`src/rtl/spi_pkg.sv`:
```
// Shared types and constants for the SPI main-side transfer engine.
package spi_pkg;

    // Transfer FSM states.
    typedef enum logic [1:0] {
        IDLE  = 2'd0,
        SHIFT = 2'd1,
        HOLD  = 2'd2,
        GAP   = 2'd3
    } state_t;

    // Divider value held in the latch while no transfer has been accepted.
    localparam int DEFAULT_DIV = 1;

endpackage

```
`src/rtl/spi_sclk_gen.sv`:
```
// SCLK generator: half-period counter, sclk toggle, leading/trailing edge strobes.
// Strobes are combinational and coincide with the pclk edge on which sclk toggles.
module spi_sclk_gen #(
    parameter int DATA_WIDTH = 8,
    parameter int DIV_W      = 8
) (
    input  logic             pclk,
    input  logic             presetn,
    input  logic             load,
    input  logic             load_cpol,
    input  logic             run,
    input  logic [DIV_W-1:0] div,
    output logic             sclk,
    output logic             lead,
    output logic             trail,
    output logic             last
);

    localparam int EDGES = 2 * DATA_WIDTH;
    localparam int EW    = $clog2(EDGES);

    logic [DIV_W-1:0] hp_cnt;
    logic [EW-1:0]    edge_cnt;
    logic             tick;

    // edge_cnt holds the number of edges already produced, so the next edge is odd (leading) when it is even.
    assign tick  = run && (hp_cnt == div);
    assign lead  = tick && !edge_cnt[0];
    assign trail = tick && edge_cnt[0];
    assign last  = tick && (edge_cnt == EW'(EDGES - 1));

    // Half-period counting and sclk toggling; load snaps sclk to the idle level of the new frame.
    always_ff @(posedge pclk) begin
        if (!presetn) begin
            hp_cnt   <= '0;
            edge_cnt <= '0;
            sclk     <= 1'b0;
        end else if (load) begin
            hp_cnt   <= '0;
            edge_cnt <= '0;
            sclk     <= load_cpol;
        end else if (tick) begin
            hp_cnt   <= '0;
            sclk     <= ~sclk;
            edge_cnt <= last ? '0 : edge_cnt + EW'(1);
        end else if (run) begin
            hp_cnt   <= hp_cnt + DIV_W'(1);
        end else begin
            hp_cnt   <= '0;
        end
    end

endmodule

```
`src/rtl/spi_main_xfer.sv`:
```
// SPI main-side transfer engine: takes bytes by valid/ready, drives sclk/ss_n/mosi,
// samples miso and emits each received byte with a one-cycle rx_valid pulse.
// Bytes offered in the final HOLD cycle are burst with ss_n kept low.
module spi_main_xfer
    import spi_pkg::*;
#(
    parameter int DATA_WIDTH = 8,
    parameter int DIV_W      = 8
) (
    input  logic                  pclk,
    input  logic                  presetn,
    input  logic [DIV_W-1:0]      clk_div,
    input  logic                  cpol,
    input  logic                  cpha,
    input  logic [DATA_WIDTH-1:0] tx_data,
    input  logic                  tx_valid,
    output logic                  tx_ready,
    output logic [DATA_WIDTH-1:0] rx_data,
    output logic                  rx_valid,
    output logic                  busy,
    output logic                  sclk,
    output logic                  ss_n,
    output logic                  mosi,
    input  logic                  miso
);

    state_t                state;
    logic [DIV_W-1:0]      div_q;
    logic                  cpol_q;
    logic                  cpha_q;
    logic [DIV_W-1:0]      cnt;
    logic [DATA_WIDTH-1:0] tx_sr;
    logic [DATA_WIDTH-1:0] rx_sr;
    logic                  accept;
    logic                  lead;
    logic                  trail;
    logic                  last;
    logic                  sample;

    assign tx_ready = (state == IDLE) || ((state == HOLD) && (cnt == div_q));
    assign accept   = tx_valid && tx_ready;
    assign busy     = (state != IDLE);
    assign sample   = cpha_q ? trail : lead;

    // Mode is only latched from IDLE; a burst continuation keeps the current cpol.
    spi_sclk_gen #(
        .DATA_WIDTH (DATA_WIDTH),
        .DIV_W      (DIV_W)
    ) u_sclk (
        .pclk      (pclk),
        .presetn   (presetn),
        .load      (accept),
        .load_cpol ((state == IDLE) ? cpol : cpol_q),
        .run       (state == SHIFT),
        .div       (div_q),
        .sclk      (sclk),
        .lead      (lead),
        .trail     (trail),
        .last      (last)
    );

    // Transfer FSM with the shift registers and all registered outputs.
    always_ff @(posedge pclk) begin
        if (!presetn) begin
            state    <= IDLE;
            div_q    <= DIV_W'(DEFAULT_DIV);
            cpol_q   <= 1'b0;
            cpha_q   <= 1'b0;
            cnt      <= '0;
            tx_sr    <= '0;
            rx_sr    <= '0;
            rx_data  <= '0;
            rx_valid <= 1'b0;
            ss_n     <= 1'b1;
            mosi     <= 1'b0;
        end else begin
            rx_valid <= 1'b0;
            case (state)
                IDLE: begin
                    if (accept) begin
                        div_q  <= clk_div;
                        cpol_q <= cpol;
                        cpha_q <= cpha;
                        tx_sr  <= tx_data;
                        // CPHA=0 must present the MSB a half-period ahead of edge 1.
                        mosi   <= cpha ? 1'b0 : tx_data[DATA_WIDTH-1];
                        ss_n   <= 1'b0;
                        cnt    <= '0;
                        state  <= SHIFT;
                    end
                end
                SHIFT: begin
                    if (sample)
                        rx_sr <= {rx_sr[DATA_WIDTH-2:0], miso};
                    if (cpha_q && lead) begin
                        mosi  <= tx_sr[DATA_WIDTH-1];
                        tx_sr <= {tx_sr[DATA_WIDTH-2:0], 1'b0};
                    end
                    if (!cpha_q && trail && !last) begin
                        mosi  <= tx_sr[DATA_WIDTH-2];
                        tx_sr <= {tx_sr[DATA_WIDTH-2:0], 1'b0};
                    end
                    if (last) begin
                        cnt   <= '0;
                        state <= HOLD;
                    end
                end
                HOLD: begin
                    if (cnt == '0) begin
                        rx_valid <= 1'b1;
                        rx_data  <= rx_sr;
                    end
                    if (cnt == div_q) begin
                        cnt <= '0;
                        if (tx_valid) begin
                            tx_sr <= tx_data;
                            if (!cpha_q)
                                mosi <= tx_data[DATA_WIDTH-1];
                            state <= SHIFT;
                        end else begin
                            ss_n  <= 1'b1;
                            mosi  <= 1'b0;
                            state <= GAP;
                        end
                    end else begin
                        cnt <= cnt + DIV_W'(1);
                    end
                end
                GAP: begin
                    if (cnt == div_q) begin
                        cnt   <= '0;
                        state <= IDLE;
                    end else begin
                        cnt <= cnt + DIV_W'(1);
                    end
                end
                default: state <= IDLE;
            endcase
        end
    end

endmodule

```
`config.mk`:
```
export PLATFORM = sky130hd
export DESIGN_NAME = spi_main_xfer
export DESIGN_NICKNAME = d
export VERILOG_FILES = /design/src/rtl/spi_pkg.sv /design/src/rtl/spi_sclk_gen.sv /design/src/rtl/spi_main_xfer.sv
export SDC_FILE = /design/constraint.sdc
export NUM_CORES = 1
export LEC_CHECK = 0
export BUFFER_PORTS_ARGS = -buffer_cell sky130_fd_sc_hd__buf_2
export CAP_MARGIN = 20
export CELL_PAD_IN_SITES_DETAIL_PLACEMENT = 0
export CELL_PAD_IN_SITES_GLOBAL_PLACEMENT = 1
export CORE_ASPECT_RATIO = 2
export CORE_UTILIZATION = 30
export CTS_BUF_LIST = sky130_fd_sc_hd__clkbuf_4
export DETAILED_ROUTE_END_ITERATION = 16
export PLACE_DENSITY_LB_ADDON = 0.1
export SETUP_SLACK_MARGIN = 0.4
export SLEW_MARGIN = 10
export SYNTH_ARGS = -nofsm -noshare
export SYNTH_HDL_FRONTEND = slang
export SYNTH_HIERARCHICAL = 1
export SYNTH_SLANG_ARGS = --single-unit
```
`constraint.sdc`:
```
create_clock -name pclk -period 4.8 [get_ports pclk]
set_input_delay 0.24 -clock pclk [delete_from_list [all_inputs] [get_ports pclk]]
set_output_delay 0.24 -clock pclk [all_outputs]
set_load 0.05 [all_outputs]
```
==> Word-level counts from Yosys, hierarchy flattened <==
Index checks and enable logic that the tools add are counted.
{ "totals": {"reg_bits": 60, "latchBits": 0, "ramBits": 0, "rom_bits": 0, "input_bits": 22, "output_inout_bits": 14, "word_cells": 99, "mem_count": 0} }
{ "classes": {"add_sub_neg": 3, "mul": 0, "n_div": 0, "n_lt_le_gt_ge": 0, "eq_ne": 14, "shift": 0, "n_mux": 34, "bitwise": 3, "n_reduce_logical": 31} }
{ "op_table": {"columns": ["op", "n"], "rows": [
  ["8-bit two-way mux", 8],
  ["8-bit one-hot mux with 3 select lines", 2],
  ["8-bit by 1-bit adder with 8-bit output, second input constant", 2],
  ["8-bit equality test", 2],
  ["1-bit two-way mux", 15],
  ["2-bit two-way mux", 5],
  ["2-bit inequality test, second input constant", 5],
  ["2-bit AND reduction", 5],
  ["5-bit AND reduction", 2],
  ["1-bit logical AND", 9],
  ["8-bit zero test", 1],
  ["2-bit one-hot mux with 4 select lines", 1],
  ["4-bit AND reduction", 2],
  ["3-bit inequality test, second input constant", 2],
  ["2-bit nonzero test", 3],
  ["4-bit by 1-bit adder with 4-bit output, second input constant", 1],
  ["2-bit equality test, second input constant", 2],
  ["4-bit equality test, second input constant", 1],
  ["4-bit two-way mux", 1],
  ["2-bit OR reduction", 2],
  ["4-bit OR reduction", 1],
  ["1-bit zero test", 3],
  ["1-bit NOT", 3],
  ["1-bit one-hot mux with 3 select lines", 1],
  ["other kinds (6)", 6]
]} }

==> Longest topological paths before layout <==
Gate-level depths: netlist of the first run.
{ "logic_depth": {"ltp_word": 7, "ltp_mapped": 10} }

==> Hierarchy <==
Netlist of the first run, hierarchy kept.
{ "modules_own_cells": {"columns": ["module", "instances", "cells_each", "area_each_um2", "seq_area_each_um2"], "rows": [
  ["spi_main_xfer", 1, 254, 2279.7, 940.9],
  ["spi_sclk_gen", 1, 83, 711.9, 260.2]
]} }

==> Worst setup path before layout of the first run <==
Ideal clock, no wire load.
{ "synth_path": {"path_kind": "register -> register", "from": "register state[0]", "to": "register u_sclk.edge_cnt[0]", "t_arrival_ns": 2.762, "t_required_ns": 4.684, "setup_slack_ns": 1.922, "path_stages_with_launch": 10, "path_buffers": 0, "synth_period_minus_slack_ns": 2.878, "path_cell_list": "dfxtp_1 > inv_1 > ha_1 > inv_1 > o31ai_1 > and2_1 > nor2b_1 > nand2_1 > a31oi_1 > a31o_1"} }
{ "synth_via": {"elab_chain_cells": 5, "elab_cells_between_ends": 10, "classes_between": "2 x eq/ne; 1 x mux; 7 x reduce/logical"} }
{ "synth_lines": {"columns": ["item", "line_no", "source"], "rows": [
  ["start, declared", "spi_main_xfer.sv:27", "state_t state;"],
  ["start signal, assigned", "spi_main_xfer.sv:65", "state <= IDLE;"],
  ["start signal, assigned", "spi_main_xfer.sv:89", "state <= SHIFT;"],
  ["start signal, assigned", "spi_main_xfer.sv:105", "state <= HOLD;"],
  ["2-bit equality test", "spi_main_xfer.sv:40", "assign tx_ready = (state == IDLE) || ((state == HOLD) && (cnt == div_q));"],
  ["1-bit logical AND", "spi_main_xfer.sv:40", null],
  ["1-bit logical OR *", "spi_main_xfer.sv:40", null],
  ["net tx_ready", "spi_main_xfer.sv:17", "output logic tx_ready,"],
  ["1-bit logical AND *", "spi_main_xfer.sv:41", "assign accept = tx_valid && tx_ready;"],
  ["net accept", "spi_main_xfer.sv:34", "logic accept;"],
  ["2-bit OR reduction (no source line) *", null, null],
  ["end signal, assigned", "spi_sclk_gen.sv:45", "edge_cnt <= last ? '0 : edge_cnt + EW'(1);"],
  ["end, declared", "spi_sclk_gen.sv:23", "logic [EW-1:0] edge_cnt;"]
]} }
The timed path passes the listed nets; every way through them passes the cells marked *.
A chain may end at the register's enable or synchronous reset.

==> Worst setup path after layout of the first run <==
{ "layout_path": {"from": "register div_q[6]", "to": "register tx_sr[3]"} }
{ "layout_via": {"elab_chain_cells": 7, "elab_cells_between_ends": 19, "classes_between": "5 x eq/ne; 2 x mux; 12 x reduce/logical"} }
{ "layout_lines": {"columns": ["item", "line_no", "source"], "rows": [
  ["start, declared", "spi_main_xfer.sv:28", "logic [DIV_W-1:0] div_q;"],
  ["start signal, assigned", "spi_main_xfer.sv:66", "div_q <= DIV_W'(DEFAULT_DIV);"],
  ["start signal, assigned", "spi_main_xfer.sv:81", "div_q <= clk_div;"],
  ["8-bit equality test *", "spi_sclk_gen.sv:27", "assign tick = run && (hp_cnt == div);"],
  ["1-bit logical AND *", "spi_sclk_gen.sv:27", null],
  ["1-bit logical AND *", "spi_sclk_gen.sv:29", "assign trail = tick && edge_cnt[0];"],
  ["net trail", "spi_main_xfer.sv:36", "logic trail;"],
  ["1-bit logical AND * (2 in series)", "spi_main_xfer.sv:99", "if (!cpha_q && trail && !last) begin"],
  ["3-bit inequality test (no source line) or 8-bit two-way mux (tied branches)", null, null],
  ["5-bit AND reduction (no source line) or 8-bit one-hot mux with 3 select lines (tied branches)", null, null],
  ["end signal, assigned", "spi_main_xfer.sv:97", "tx_sr <= {tx_sr[DATA_WIDTH-2:0], 1'b0};"],
  ["end signal, assigned", "spi_main_xfer.sv:101", "tx_sr <= {tx_sr[DATA_WIDTH-2:0], 1'b0};"],
  ["end signal, assigned", "spi_main_xfer.sv:116", "tx_sr <= tx_data;"],
  ["end, declared", "spi_main_xfer.sv:32", "logic [DATA_WIDTH-1:0] tx_sr;"]
]} }
Marks and branches as above.

==> results of run 1 <==
-- worst max-delay path: cells and delay by family, from the launching register on --
family	cells	cell delay [ns]
simple gates	5	1.84
xor+xnor	1	0.17
compound gates	2	0.33
flops	1	0.36
mux	1	0.17
-- power by group through the flow --
| stage | Combinational, mW | Clock [mW] | Sequential, mW |
|---|---|---|---|
| 2_1_floorplan | 0.426 | 0 | 0.638 |
| 3_3_place_gp | 0.594 | 0 | 0.626 |
| 3_5_place_dp | 0.596 | 0 | 0.627 |
| 4_1_cts | 0.599 | 0.431 | 0.616 |
| 5_1_grt | 0.649 | 0.447 | 0.623 |
| 6_report | 0.585 | 0.413 | 0.614 |
-- cells by family (layout without fill, tap and decap cells) --
kind of cell | Yosys count | in the layout
mux | 37 | 37
flops | 60 | 60
xor+xnor | 24 | 24
buf+inv | 23 | 67
compound gates | 47 | 47
fa+ha+maj | 10 | 10
other cells | 0 | 1
simple gates | 136 | 136
-- routing by layer --
layer,up-vias,global-route usage (%)
met2,31,29.2
met5,-,0
met3,7,4.16
met1,1152,15.7
met4,0,7.74
li1,1243,-
-- cells in the mapped netlist --
cell	n	share of area, %
dfxtp_1	60	40
nand2_1	51	6.4
nor2_1	32	4.0
mux2i_1	27	9.0
xor2_1	15	4.4
a21oi_1	14	2.3
inv_1	14	1.8
nand3_1	13	2.2
ha_1	10	4.2
mux2_2	10	3.8
o21ai_0	10	1.7
xnor2_1	9	2.6
clkbuf_1	7	0.88
and3_1	6	1.3
nand4_1	5	1.0
nor2b_1	5	1.0
a22o_1	4	1.2
a31oi_1	4	0.84
nand2b_1	4	0.84
nor4_1	4	0.84
a31oi_4	2	1.4
and2_1	2	0.42
buf_2	2	0.33
nor3_1	2	0.33
nor4b_1	2	0.59
o211ai_1	2	0.50
o31ai_1	2	0.50
or3_1	2	0.42
or4_1	2	0.50
a211oi_1	1	0.25
a22oi_1	1	0.25
a31o_1	1	0.29
a32o_1	1	0.33
and3_4	1	0.38
and4_1	1	0.29
nor2_4	1	0.38
o2111ai_1	1	0.29
o211ai_2	1	0.42
o21ai_1	1	0.17
o21ai_2	1	0.29
o21bai_1	1	0.25
or2_2	1	0.21
or3b_4	1	0.38
or4_4	1	0.38
-- area by class of cell --
class                      count  share of cell area [%]
clock inverter                 5                    2.19
sequential                    60                    34.4
multi-input combinational    254                    48.7
tap                          132                    4.73
timing repair buffer          37                    6.02
antenna                        1                  0.0717
inverter                      14                    1.50
clock buffer                  11                    2.36
-- state kept, by name, summed over array words and instances (netlist names) --
signal / flops
tx_sr: 8
cpol_q: 1
u_sclk/hp_cnt: 8
cpha_q: 1
cnt: 8
rx_sr: 8
u_sclk/sclk: 1
rx_data: 8
u_sclk/edge_cnt: 4
mosi: 1
rx_valid: 1
ss_n: 1
state: 2
div_q: 8
-- layout by cell type (no fill, tap or decap), drive strengths merged, types with 4 or more instances in the layout --
cell type | synthesis | final
a31oi | 6 | 6
nor4 | 4 | 4
xnor2 | 9 | 9
inv | 14 | 14
buf | 2 | 37
a22o | 4 | 4
xor2 | 15 | 15
nand2 | 51 | 51
nor2 | 33 | 33
nand4 | 5 | 5
mux2 | 10 | 10
and3 | 7 | 7
nand2b | 4 | 4
clkbuf | 7 | 11
nand3 | 13 | 13
a21oi | 14 | 14
ha | 10 | 10
nor2b | 5 | 5
mux2i | 27 | 27
o21ai | 12 | 12
dfxtp | 60 | 60
-- stage by stage --
stage,cells,worst slack [ns]
floorplan,337,1.92
global placement,496,1.81
detailed placement,496,1.81
CTS,512,1.76
global route,514,1.60
finish,514,1.79
-- worst max path at each step --
stage | start | endpoint | slack, ns
global route | u_sclk/hp_cnt[2]$_SDFF_PP0_ | tx_sr[1]$_SDFFE_PN0P_ | 1.60
detailed placement | div_q[6]$_SDFFE_PN0P_ | tx_sr[6]$_SDFFE_PN0P_ | 1.81
global placement | u_sclk/hp_cnt[0]$_SDFF_PP0_ | tx_sr[6]$_SDFFE_PN0P_ | 1.81
floorplan | state[0]$_SDFFE_PN0P_ | u_sclk/edge_cnt[0]$_SDFFE_PP0P_ | 1.92
finish | div_q[6]$_SDFFE_PN0P_ | tx_sr[3]$_SDFFE_PN0P_ | 1.79
CTS | u_sclk/hp_cnt[2]$_SDFF_PP0_ | tx_sr[3]$_SDFFE_PN0P_ | 1.76
==> results.json, run 1 <==
{
  "syn_area_per_cell_um2": 8.88,
  "r2r_cells": 9,
  "p_leak_nw": 1.56,
  "cpPeakStageDelay_ns": 0.63,
  "start_kind": "flip-flop",
  "power_mw": 1.61,
  "dpl_cell_area_um2": 3300,
  "cts_max_level": 3,
  "cts.reportedPaths.clkPinSlew_ns": 0.11,
  "cp-end-kind": "flip-flop",
  "grt.total_usage_pct": 15.7,
  "netlist_instances": 337,
  "crit-reg2reg-launch": "div_q[6]$_SDFFE_PN0P_",
  "setup_viol": 0,
  "status": "finished, final reports clean",
  "rsz0062_at_grt": "no",
  "numCtsBuffers": 9,
  "ys_ff_latch": 60,
  "drc_errors": 0,
  "power_frac_clock_pct": 25.6,
  "yosys.area_share.simple_pct": 21.9,
  "nNetsFinal": 408,
  "swShare_pct": 38.4,
  "required_ns": 5.08,
  "power_frac_comb_pct": 36.3,
  "synth_nets": 369,
  "synthAdderAreaFrac_pct": 4.18,
  "syn_to_final_growth_pct": 16.7,
  "hpwl_mm": 5.60,
  "finalMaxSlewViolations": 0,
  "ios": 36,
  "hp-start": "clk_div[0]",
  "ys_seq_area_share_pct": 40.2,
  "wl_per_cell_um": 14.6,
  "cp.arrival_ns": 3.29,
  "internal-power_uw": 993,
  "worstMarginPinSlew_ns": 0.930,
  "drv_cap": 0,
  "die-width_um": 72.6,
  "hold_end": "div_q[0]$_SDFFE_PN1P_",
  "finalCritPeriodShare_pct": 62.7,
  "holdWs_ns": 0.0478,
  "fin_tns_setup_ns": 0,
  "synthDistinctLibCells": 44,
  "postCtsSetupBuffers": 0,
  "ir_worst_vdd_mv": 0.178,
  "hold_viol": 0,
  "drive_gt1_share_pct": 18.6,
  "synth_compound_area_share_pct": 11.0,
  "synthMuxAreaShare_pct": 12.8,
  "regToRegEndpoint": "tx_sr[3]$_SDFFE_PN0P_",
  "whs_path_depth": 3,
  "placement_rows": 51,
  "vias_per_cell": 4.73,
  "dr_wl_met2_mm": 4.18,
  "synth_area_um2": 2990,
  "r2r_setup_slack_ns": 1.79,
  "path_cells": "xor2_1 -> or4_1 -> nor3_1 -> and2_1 -> or3b_4 -> a31oi_4 -> and3_4 -> a31oi_4 -> mux2i_1",
  "dr.max_layer_used": "met4",
  "nFillCells": 1078,
  "crit_type": "flip-flop to flip-flop",
  "drt-initial-drc-count": 50,
  "yosys_warnings": 6,
  "core-area_um2": 9700,
  "grt_pass1_vias": 2441,
  "synth-xor-area-share_pct": 7.03,
  "hold_class": "input pin to flip-flop",
  "route.met3.wl_um": 224,
  "p_seq_share_pct": 38.1,
  "crit_path_top_delay_cell": "or4_1",
  "final_area_um2": 3490,
  "switchingPower_uw": 619,
  "crit_fanout": 7,
  "cts_buffer_depth": 2,
  "cts_hold_buf": 0,
  "final_util_pct": 36.0,
  "clk_latency_ns": 0.41,
  "slew_headroom_pct": 37.5,
  "fin_crit_ns": 3.01,
  "place_congestion": 0.770,
  "drtAntennaViolNets": 0,
  "grt_max_degree": 32,
  "die_y_um": 143,
  "cts_resized": 0,
  "power_density_nw_per_um2": 462,
  "start_util_pct": 30.8,
  "antenna_found_initial": 1,
  "multi_input_area_um2": 1700,
  "fin_worst_skew_ns": 0.0150,
  "vias": 2433,
  "cts_tree": "built",
  "wl_mm": 7.48,
  "cts_sinks": 60,
  "cts-root-buf": "clkbuf_4",
  "wl_met1_mm": 2.93,
  "cp_common_cell": "a31oi_4",
  "firstDrtPassIters": 4,
  "regArea_um2": 1200,
  "numPortBuffers": 35,
  "fmax_mhz": 332,
  "gr-total-overflow": 0,
  "synth_top_family_by_area": "simple AND/OR/NAND/NOR gates",
  "grt_pass1_wl_mm": 12.1,
  "die_area_um2": 10400
}
(Power assumes the default switching activity.)
==> run 2: changes to the inputs <==
clock period = 2.7 ns   (was 4.8 ns; I/O delays follow)
==> run 2 against run 1 <==
Against the previous run:
- hold slack got worse by 0.020 ns
- highest routed layer unchanged
- global-route usage is 0.78 points higher
- worst setup slack lost 1.7 ns
==> results.json, run 2 (synthesized netlist as in run 1, its figures left out) <==
{
  "p_leak_nw": 1.74,
  "grt.total_usage_pct": 16.5,
  "antenna_found_initial": 1,
  "power_density_nw_per_um2": 755,
  "fmax_mhz": 378,
  "crit_fanout": 7,
  "crit_type": "flip-flop to flip-flop",
  "die_y_um": 143,
  "grt_pass1_vias": 2632,
  "start_kind": "flip-flop",
  "layout_common_cells": "55 x dfxtp_1, 49 x nand2_1, 34 x buf_2, 32 x nor2_1, 31 x buf_4",
  "nFillCells": 1036,
  "cp_common_cell": "a31oi_4",
  "internal-power_mw": 1.73,
  "cts_buffer_depth": 2,
  "drt-initial-drc-count": 98,
  "die_area_um2": 10400,
  "vias": 2602,
  "setup_viol": 0,
  "numCtsBuffers": 9,
  "gr-total-overflow": 0,
  "pre_cts_ws_ns": 0.0530,
  "power_frac_comb_pct": 46.2,
  "status": "finished, final reports clean",
  "crit_path_top_delay_cell": "or4_4",
  "hold_viol": 0,
  "fin_crit_ns": 2.65,
  "ios": 36,
  "power_frac_clock_pct": 16.6,
  "switchingPower_mw": 1.17,
  "start_util_pct": 30.8,
  "vias_per_cell": 4.70,
  "firstDrtPassIters": 4,
  "drtAntennaViolNets": 0,
  "drive_gt1_share_pct": 26.6,
  "final_util_pct": 39.6,
  "clk_latency_ns": 0.41,
  "cts_tree": "built",
  "placedCellCount": 522,
  "wl_mm": 7.90,
  "r2r_setup_slack_ns": 0.05,
  "drv_cap": 0,
  "cp.arrival_ns": 2.94,
  "finalMaxSlewViolations": 0,
  "timing.final.ws_setup_ns": 0.0511,
  "p_seq_share_pct": 37.2,
  "cp-end-kind": "flip-flop",
  "placement_rows": 51,
  "drc_errors": 0,
  "hold_class": "input pin to flip-flop",
  "nNetsFinal": 450,
  "fin_worst_skew_ns": 0.0134,
  "core-area_um2": 9700,
  "wl_per_cell_um": 14.3,
  "power_mw": 2.90,
  "numPortBuffers": 35,
  "worstMarginPinSlew_ns": 0.615,
  "path_cells": "xor2_1 -> or4_4 -> nor3_4 -> and2_4 -> or3b_4 -> a31oi_4 -> and3_4 -> a31oi_4 -> buf_12 -> mux2i_1",
  "cts-root-buf": "clkbuf_4",
  "ir_worst_vdd_mv": 0.326,
  "place_congestion": 0.785,
  "die-width_um": 72.6,
  "cpPeakStageDelay_ns": 0.57,
  "layout_commonest_cell": "dfxtp_1",
  "slew_headroom_pct": 58.9,
  "required_ns": 2.99,
  "cts_max_level": 3,
  "rsz0062_at_grt": "yes",
  "finalCritPeriodShare_pct": 98.1,
  "grt_max_degree": 20,
  "hpwl_mm": 5.96,
  "cts.reportedPaths.clkPinSlew_ns": 0.10,
  "swShare_pct": 40.3,
  "syn_to_final_growth_pct": 28.4,
  "final_cells": 554,
  "cts_sinks": 60,
  "grt_pass1_wl_mm": 12.8
}
==> run 2: cell types whose count changed in the layout (fill, tap and decap cells not counted), sizes merged <==
cell | previous run | this run
clkinv | 2 | 5
dlygate4sd3 | 0 | 12
inv | 14 | 13
buf | 37 | 67
clkbuf | 11 | 9
bufinv | 2 | 0
==> run 2: critical path: cells and delay by family, from the launching register on <==
| kind | cells | cell delay, ns |
|---|---|---|
| DFF | 1 | 0.33 |
| AOI/OAI and AO/OA | 2 | 0.24 |
| muxes | 1 | 0.11 |
| and+or+nand+nor | 5 | 1.54 |
| buffers and inverters | 1 | 0.16 |
| xor gates and xnor gates | 1 | 0.16 |
==> run 2: routing by layer <==
layer	vias up	GRT usage, %	routed length [um]
met5	-	0	0
met4	0	9.80	184
met3	14	2.75	167
met2	33	31.1	4460
met1	1229	16.3	3080
li1	1326	-	-
==> run 2: stage by stage <==
step | hold slack, ns | TNS (ns) | instance area [um^2]
2_1_floorplan | 0.259 | 0 | 3030
3_3_place_gp | 0.350 | 0 | 3550
3_5_place_dp | 0.354 | 0 | 3550
4_1_cts | 0.00220 | 0 | 3810
5_1_grt | 0.00448 | -0.283 | 3840
6_report | 0.0277 | 0 | 3840
==> run 2: worst paths after layout <==
check	startpoint	endpoint	depth (start not counted)
worst max-delay path	div_q[7]$_SDFFE_PN0P_	tx_sr[1]$_SDFFE_PN0P_	10
worst min-delay path	presetn	div_q[0]$_SDFFE_PN1P_	2
worst max register to register	div_q[7]$_SDFFE_PN0P_	tx_sr[1]$_SDFFE_PN0P_	10
worst min register to register	cpol_q$_SDFFE_PN0P_	cpol_q$_SDFFE_PN0P_	2
==> run 2: final cells by class <==
| class | count | area (um^2) | area share [%] |
|---|---|---|---|
| clock buffer | 9 | 67.6 | 1.76 |
| antenna | 1 | 2.50 | 0.0651 |
| sequential | 60 | 1210 | 31.4 |
| tap | 132 | 165 | 4.30 |
| multi-input combinational | 254 | 1770 | 46.0 |
| clock inverter | 5 | 21.3 | 0.554 |
| inverter | 14 | 56.3 | 1.47 |
| timing repair buffer | 79 | 554 | 14.4 |
==> run 2: power by group through the flow <==
stage               Sequential, mW  Clock (mW)  Combinational [mW]
floorplan                     1.14           0               0.802
global placement              1.10           0                1.28
detailed placement            1.10           0                1.28
CTS                           1.08       0.512                1.34
global route                  1.10       0.547                1.45
finish                        1.08       0.483                1.34
==> run 2: timing repair <==
item | 4_1_cts | 5_1_grt
resized for setup | 8 | 6
setup buffers | 4 | 1
hold endpoints to repair | 12 | 0
endpoints found under the setup margin | 29 | 38
pin swaps | 1 | 3
hold buffers | 12 | 0
==> run 3: changes to the inputs <==
MAX_ROUTING_LAYER = met4   (was default)
PLACE_DENSITY_LB_ADDON = 0.12   (was 0.1)
==> run 3 against run 2 <==
Against the previous run:
- fmax fell by 0.20%
- power rose by 8.0%
- via count up 0.58%
- largest power group unchanged
- critical path type unchanged
- final area rose by 1.8%
==> results.json, run 3 (synthesized netlist as in run 1, its figures left out) <==
{
  "placement_rows": 51,
  "hold_class": "input pin to flip-flop",
  "dpl_cell_area_um2": 3580,
  "wl_per_cell_um": 13.7,
  "grt_pass1_vias": 2574,
  "gr-total-overflow": 0,
  "holdWs_ns": 0.0982,
  "grt.total_usage_pct": 16.4,
  "ir_worst_vdd_mv": 0.357,
  "drive_gt1_share_pct": 26.9,
  "numCtsBuffers": 9,
  "cp-end-kind": "flip-flop",
  "grt_max_degree": 19,
  "drv_cap": 0,
  "cts-root-buf": "clkbuf_4",
  "pre_cts_ws_ns": 0.0381,
  "numPortBuffers": 35,
  "vias": 2617,
  "ios": 36,
  "die_area_um2": 10400,
  "start_kind": "flip-flop",
  "layout_commonest_cell": "dfxtp_1",
  "finalMaxSlewViolations": 0,
  "hpwl_mm": 5.83,
  "fin_worst_skew_ns": 0.0207,
  "status": "finished, final reports clean",
  "setup_viol": 0,
  "die_y_um": 143,
  "crit_type": "flip-flop to flip-flop",
  "fin_tns_setup_ns": 0,
  "nNetsFinal": 455,
  "drt-initial-drc-count": 91,
  "final_area_um2": 3910,
  "core-area_um2": 9700,
  "cts_buffer_depth": 2,
  "cts.reportedPaths.clkPinSlew_ns": 0.10,
  "worstMarginPinSlew_ns": 0.539,
  "vias_per_cell": 4.67,
  "power_density_nw_per_um2": 801,
  "place_congestion": 0.829,
  "p_leak_nw": 1.78,
  "cts_max_level": 3,
  "cts_sinks": 60,
  "clk_latency_ns": 0.42,
  "finalCritPeriodShare_pct": 98.3,
  "wl_mm": 7.66,
  "slew_headroom_pct": 64.0,
  "grt_pass1_wl_mm": 12.4,
  "drtAntennaViolNets": 0,
  "drc_errors": 0,
  "syn_to_final_growth_pct": 30.7,
  "fmax_mhz": 377,
  "hold_viol": 0,
  "rsz0062_at_grt": "yes",
  "cts_tree": "built",
  "cp.arrival_ns": 2.96,
  "antenna_found_initial": 1,
  "die-width_um": 72.6,
  "fin_crit_ns": 2.65,
  "layout_common_cells": "56 x dfxtp_1, 51 x nand2_1, 36 x buf_4, 34 x buf_2, 32 x nor2_1",
  "crit_fanout": 7,
  "firstDrtPassIters": 4,
  "start_util_pct": 30.8,
  "timing.final.ws_setup_ns": 0.0458,
  "required_ns": 3.01
}
## run 3: area by class of cell
type                       count  area, um^2
antenna                        1        2.50
timing repair buffer          84         591
inverter                      14        56.3
fill                        1058        5790
sequential                    60        1210
clock inverter                 6        80.1
clock buffer                   9        67.6
multi-input combinational    254        1740
tap                          132         165
## run 3: worst paths after layout
check,cells after the start,slack [ns],end,start
max,10,0.05,tx_sr[3]$_SDFFE_PN0P_,div_q[1]$_SDFFE_PN0P_
min,3,0.1,u_sclk/sclk$_SDFFE_PN0P_,presetn
max reg2reg,10,0.05,tx_sr[3]$_SDFFE_PN0P_,div_q[1]$_SDFFE_PN0P_
min reg2reg,2,0.46,cpol_q$_SDFFE_PN0P_,cpol_q$_SDFFE_PN0P_
## run 3: what timing repair did
item                                   4_1_cts  5_1_grt
setup buffers                                2        2
hold buffers                                13        0
setup endpoints to repair                   16       39
pin swaps                                    2        2
endpoints found under the hold margin       12        0
gates resized for setup                      3        5
## run 3: worst max-delay path, cell delays in order, from the launching register on
cell and delay [ns]:
dfxtp_2 0.34, xor2_1 0.16, or4_4 0.57, nor3_4 0.19, and2_4 0.16, or3b_4 0.39, a31oi_4 0.20, and3_4 0.23
a31oi_4 0.04, buf_12 0.16, mux2i_1 0.11
## run 3: stage by stage
step | cells | utilization, % | power [mW]
after floorplan | 337 | - | 1.94
after global placement | 527 | 36.9 | 2.39
after detailed placement | 527 | 36.9 | 2.40
after CTS | 557 | 40.1 | 3.16
after global routing | 560 | 40.3 | 3.33
final | 560 | 40.3 | 3.13
## run 3: report_power, final
part           internal (mW)  switching [mW]  total (mW)
Combinational          0.597           0.757        1.35
Sequential             0.997          0.0801        1.08
Clock                  0.363           0.339       0.702
Total                   1.96            1.18        3.13
## run 3: per-layer routing
metal  track usage [%]  vias up  routed length (um)
met4              10.3        0                 187
met3              2.68       12                 187
met1              16.5     1230                3070
li1                  -     1338                   -
met5                 -        -                   0
met2              28.6       37                4220
